## src/rtl/display_output_stage.sv

```systemverilog
// rtl/display_output_stage.sv - timing alignment, blanking, ordered dither and truncation to panel width
module display_output_stage #(
  parameter int IN_W       = 8,
  parameter int OUT_W      = 4,
  parameter int SYNC_DELAY = 2,
  parameter bit H_POL      = 1'b0,
  parameter bit V_POL      = 1'b0
) (
  input  logic             i_pix_clk,
  input  logic             i_rst_n,
  input  logic             i_hs,
  input  logic             i_vs,
  input  logic             i_de,
  input  logic             i_frame,
  input  logic [IN_W-1:0]  i_red,
  input  logic [IN_W-1:0]  i_green,
  input  logic [IN_W-1:0]  i_blue,
  input  logic             i_dither_en,
  output logic             o_hs,
  output logic             o_vs,
  output logic             o_de,
  output logic             o_frame,
  output logic [OUT_W-1:0] o_red,
  output logic [OUT_W-1:0] o_green,
  output logic [OUT_W-1:0] o_blue
);

  localparam int DIFF      = IN_W - OUT_W;
  localparam bit DITHER_OK = (DIFF >= 2);
  localparam int TSH       = DITHER_OK ? DIFF - 2 : 0;

  // Timing bundle order: {frame, de, vs, hs}
  localparam logic [3:0] TIM_IDLE = {1'b0, 1'b0, ~V_POL, ~H_POL};

  logic [3:0] tim_in;
  logic [3:0] tim_d;
  logic       hs_d, vs_d, de_d, frame_d;

  assign tim_in = {i_frame, i_de, i_vs, i_hs};

  generate
    if (SYNC_DELAY == 0) begin : g_nodly
      assign tim_d = tim_in;
    end else begin : g_dly
      logic [3:0] sr_q [SYNC_DELAY];

      always_ff @(posedge i_pix_clk or negedge i_rst_n) begin
        if (!i_rst_n) begin
          for (int k = 0; k < SYNC_DELAY; k++) sr_q[k] <= TIM_IDLE;
        end else begin
          sr_q[0] <= tim_in;
          for (int k = 1; k < SYNC_DELAY; k++) sr_q[k] <= sr_q[k-1];
        end
      end

      assign tim_d = sr_q[SYNC_DELAY-1];
    end
  endgenerate

  assign hs_d    = tim_d[0];
  assign vs_d    = tim_d[1];
  assign de_d    = tim_d[2];
  assign frame_d = tim_d[3];

  logic xp_q, yp_q, de_prev_q, dither_act_q;
  logic [1:0]      bayer;
  logic [IN_W-1:0] thr;

  always_comb begin
    bayer = 2'd0;
    case ({yp_q, xp_q})
      2'b00:   bayer = 2'd0;
      2'b01:   bayer = 2'd2;
      2'b10:   bayer = 2'd3;
      default: bayer = 2'd1;
    endcase
    thr = '0;
    if (DITHER_OK && dither_act_q) thr = IN_W'(bayer) << TSH;
  end

  // A carry out of the component width means the dithered value overflowed: clamp to full scale.
  function automatic logic [OUT_W-1:0] shade(input logic [IN_W-1:0] c, input logic [IN_W-1:0] t);
    logic [IN_W:0] sum;
    sum = {1'b0, c} + {1'b0, t};
    if (sum[IN_W]) return '1;
    return sum[IN_W-1 -: OUT_W];
  endfunction

  logic             o_hs_q, o_vs_q, o_de_q, o_frame_q;
  logic [OUT_W-1:0] o_red_q, o_green_q, o_blue_q;

  always_ff @(posedge i_pix_clk or negedge i_rst_n) begin
    if (!i_rst_n) begin
      xp_q         <= 1'b0;
      yp_q         <= 1'b0;
      de_prev_q    <= 1'b0;
      dither_act_q <= 1'b0;
      o_hs_q       <= ~H_POL;
      o_vs_q       <= ~V_POL;
      o_de_q       <= 1'b0;
      o_frame_q    <= 1'b0;
      o_red_q      <= '0;
      o_green_q    <= '0;
      o_blue_q     <= '0;
    end else begin
      de_prev_q <= de_d;
      xp_q      <= de_d ? ~xp_q : 1'b0;
      if (frame_d)                yp_q <= 1'b0;
      else if (de_prev_q && !de_d) yp_q <= ~yp_q;
      if (frame_d) dither_act_q <= i_dither_en & DITHER_OK;
      o_hs_q    <= hs_d;
      o_vs_q    <= vs_d;
      o_de_q    <= de_d;
      o_frame_q <= frame_d;
      o_red_q   <= de_d ? shade(i_red,   thr) : '0;
      o_green_q <= de_d ? shade(i_green, thr) : '0;
      o_blue_q  <= de_d ? shade(i_blue,  thr) : '0;
    end
  end

  assign o_hs    = o_hs_q;
  assign o_vs    = o_vs_q;
  assign o_de    = o_de_q;
  assign o_frame = o_frame_q;
  assign o_red   = o_red_q;
  assign o_green = o_green_q;
  assign o_blue  = o_blue_q;

endmodule

```

## config.mk

```make
export PLATFORM = sky130hd
export DESIGN_NAME = display_output_stage
export DESIGN_NICKNAME = d
export VERILOG_FILES = /design/src/rtl/display_output_stage.sv
export SDC_FILE = /design/constraint.sdc
export NUM_CORES = 1
export LEC_CHECK = 0
export ABC_CLOCK_PERIOD_IN_PS = 2960
export BUFFER_PORTS_ARGS = -buffer_cell sky130_fd_sc_hd__buf_2
export CAP_MARGIN = 10
export CORE_ASPECT_RATIO = 2
export CORE_MARGIN = 3
export CORE_UTILIZATION = 35
export CTS_CLUSTER_DIAMETER = 80
export DETAILED_ROUTE_END_ITERATION = 12
export GPL_TIMING_DRIVEN = 0
export HOLD_SLACK_MARGIN = 0.08
export PLACE_DENSITY_LB_ADDON = 0.15
export SYNTH_ARGS = -nofsm -noshare
export SYNTH_HDL_FRONTEND = slang
export SYNTH_SLANG_ARGS = --single-unit
```

## constraint.sdc

```tcl
create_clock -name i_pix_clk -period 2.96 [get_ports i_pix_clk]
set_clock_uncertainty 0.15 [all_clocks]
set_input_delay 0.888 -clock i_pix_clk [delete_from_list [all_inputs] [get_ports i_pix_clk]]
set_output_delay 0.888 -clock i_pix_clk [all_outputs]
set_load 0.05 [all_outputs]
```

==> results list <==
- Gate Count Post-Synth: 90
* Chain of cells forming the critical path: buf_2
- Router iterations before antenna repair: 3
- Core footprint: 2980 sq um
* Die height: 85.1 microns
- After clock tree synthesis, the clock-pin slew on the worst setup and hold paths is 0.09 ns.
- The initial utilization of the core area, before any placement, comes to 0.367.
- CTS hold repair buffers: 0
- The library cells used most frequently in the layout, excluding fill and tap cells, are sky130_fd_sc_hd__buf_2, sky130_fd_sc_hd__dfrtp_1, sky130_fd_sc_hd__nand2_1, sky130_fd_sc_hd__dfstp_2.
- Final clock period utilization by the worst path: 0.705
- After the flow finishes, the layout carries non-filler instances totaling 164.
- The worst setup path is launched from a flip-flop.
- Power spread over the standard cell area amounts to 555 nW/um^2.
* Worst setup path end: o_vs
* Crit path time final: between 2 and 2.5 ns
- The net count of the finished layout is ~170.
- Routability Congestion: 0.759
- In the final routed layout, each cell accounts on average for about 14 microns.
- TritonCTS built the clock tree.
- Type of the setup path with the least slack: flip-flop to output pin
- The worst register-to-register path begins at xp_q$_DFF_PN0_.
- 0 antenna diodes ended up in the layout.
- Leakage component of the power: roughly 0.71 nW
- Number of standard-cell rows in the floorplan: 28
- 47 I/O pins were placed.
- Synth-to-layout area growth: 26.2%
- Total Power: roughly 0.77 mW
* Hold Path Class: flip-flop to flip-flop
* Max H-tree Level: 1
* Sequential-to-total area share from yosys stat: 0.625
* IO buf count: 40
* Number of global-route vias before repair: 906
- Summed over all layers, the routed wires come to around 2.2 mm.
- The clock passes through at most 2 buffers.
- Capturing element type of the critical path: output pin
- Buf+Inv Stages, Crit Path: 1
* Remaining routing DRC violations: 0
- The die is 45.5 microns wide.
- Share of final-layout standard cells stronger than drive strength 1: 0.425
* Max-cap check violation count: 0
- Biggest area consumer among synthesized cells: sky130_fd_sc_hd__dfrtp_1
* Post-route ant nets: 0
* Unrepaired setup endpoints after global routing: no
* Largest net degree at the start of global routing: 28
- Total global routing track utilization: 0.127
* Clock sink total: 27
- The initial antenna violation count was 0.
- 1st-iter DRT viols: 10
- The most critical setup path has its startpoint at o_vs$_DFF_PN1_.
- For this run, the slowest stage of the critical path takes 0.52 ns.
- Across all layers, the routed design uses 849 vias.
* Post-CTS repair timing setup buffer count: 0
* VDD IR-drop max: approximately 300 uV
- Register-to-Register Path Depth: 6
* Mean area per synthesized cell: about 12 sq um
* Cell area after technology mapping: 1090 sq um
- Cts repair resizes: 0
- Among all stages on the critical path, the largest delay is contributed by sky130_fd_sc_hd__dfstp_2.
* Clock buffers created by TritonCTS: 3
- For the worst-skew pair, the clock arrives at the later sink with an insertion delay of 0.27 ns.
* Fill cell instance count of the final layout: ~280
- End-of-flow core utilization: 0.463
* Proportion of netlist area held by the largest area contributor: 0.481
* Syn Nets: 123
- The first global-routing pass estimated 3.68 mm of wire.
- Data arrives at the worst endpoint at 1.05 ns.
- In this run the number of cells on the critical path is 1.
- Family with the most delay on the worst path: flip-flops
- Maximum clock rate: between 0.4 and 0.5 GHz
- Post-detail-place hpwl: 1.73 mm
- The run finished with clean final reports.
- The library cell used most frequently in the layout, excluding fill and tap cells, is sky130_fd_sc_hd__buf_2.
- For flop-to-flop paths, the worst setup slack is 1.14 ns.
- Setup TNS: 0 ns
- Setup violations remaining at the end of the flow were counted as 0.
- Number of warnings issued by yosys: 0
- Worst-case headroom to the max-slew limit: 0.607
- Yosys mapped the design onto 28 distinct sky130hd cell types.
- Cell chosen for the clock root: sky130_fd_sc_hd__clkbuf_8
- Along the worst hold path, the cell count comes to 0.
- Data on the critical path is required at its endpoint by 1.92 ns.
- Die outline area: 3870 sq um
- The final max-slew violation count was 0.
- In this run the worst path has a maximum fanout of 1.
- Number of hold-slack violations in the final timing report: 0
- At the pin with the least slew margin, the transition time is 0.589 ns.
* Flop and latch count out of synthesis: 27
* R2R Path End: o_red[2]$_DFF_PN0_
- In the post-synthesis netlist, the biggest area contributors are sky130_fd_sc_hd__dfrtp_1, sky130_fd_sc_hd__dfstp_2, sky130_fd_sc_hd__nand2_1.
- In the routed layout, each cell is associated on average with a via count of slightly above 5.
- Total global routing overflow: 0
- After detailed placement, the design holds a cell count of 160.
-- sequential cells by signal (all words and copies together), names as in the netlist --
name and count:
dither_act_q 1, g_dly.sr_q 4, o_blue 4, o_de 1, o_frame 1, o_green 4
o_hs 1, o_red 4, o_vs 1, tim_d 4, xp_q 1, yp_q 1
-- area by class of cell --
class | count | area, sq um | area share
Buffer | 2 | 7.51 | 0.00544
Multi-Input combinational cell | 56 | 384 | 0.278
Sequential cell | 27 | 683 | 0.495
Tap cell | 30 | 37.5 | 0.0272
Inverter | 5 | 18.8 | 0.0136
Clock inverter | 1 | 7.51 | 0.00544
Timing Repair Buffer | 40 | 200 | 0.145
Clock buffer | 3 | 41.3 | 0.0299
-- worst min-delay path by stage --
stage / from / endpoint
floorplan: g_dly.sr_q[6]$_DFF_PN0_ / tim_d[2]$_DFF_PN0_
global placement: g_dly.sr_q[6]$_DFF_PN0_ / tim_d[2]$_DFF_PN0_
detailed placement: g_dly.sr_q[6]$_DFF_PN0_ / tim_d[2]$_DFF_PN0_
CTS: g_dly.sr_q[5]$_DFF_PN1_ / tim_d[1]$_DFF_PN1_
global route: g_dly.sr_q[5]$_DFF_PN1_ / tim_d[1]$_DFF_PN1_
finish: g_dly.sr_q[5]$_DFF_PN1_ / tim_d[1]$_DFF_PN1_
-- power by group --
part	switching (mW)	internal [mW]
clock	0.116	0.0956
combinational	0.103	0.0462
sequential	0.00967	0.394
-- Yosys cell counts, drive strengths merged --
library cell,instances
inv,5
a41o,1
a311oi,1
a31oi,2
dfstp,6
and2,1
clkbuf,2
nor2b,1
o21ai,4
nor2,3
a211oi,1
o311a,1
nand3,3
mux2,1
a21oi,5
nand4,2
nand2,11
o21a,3
dfrtp,21
a31o,1
maj3,3
o211a,1
and4,3
ha,2
xnor2,1
nor3,2
mux2i,3
-- per-stage QoR --
step	hold WS (ns)	setup slack, ns	area (sq um)
floorplan	0.181	1.04	1090
CTS	0.211	0.860	1380
finish	0.210	0.873	1380
global placement	0.182	0.900	1330
detailed placement	0.197	0.882	1330
global route	0.217	0.841	1380
-- logic make-up after synthesis --
family                   Yosys count  share of synthesized area
flip-flops                        27                      0.625
XOR/XNOR                           1                    0.00801
AO/OA/AOI/OAI                     20                      0.124
adder cells (fa/ha/maj)            5                     0.0538
buffers and inverters              7                     0.0240
AND/OR/NAND/NOR                   26                      0.128
multiplexers                       4                     0.0378
-- routing by layer --
metal	global-route usage	routed length [microns]	up-vias
met5	0	0	-
met4	0.0640	38	0
met3	0.0276	140	4
met2	0.224	1230	28
met1	0.130	814	410
li1	-	-	407
Power figures use the tool's default switching activity.
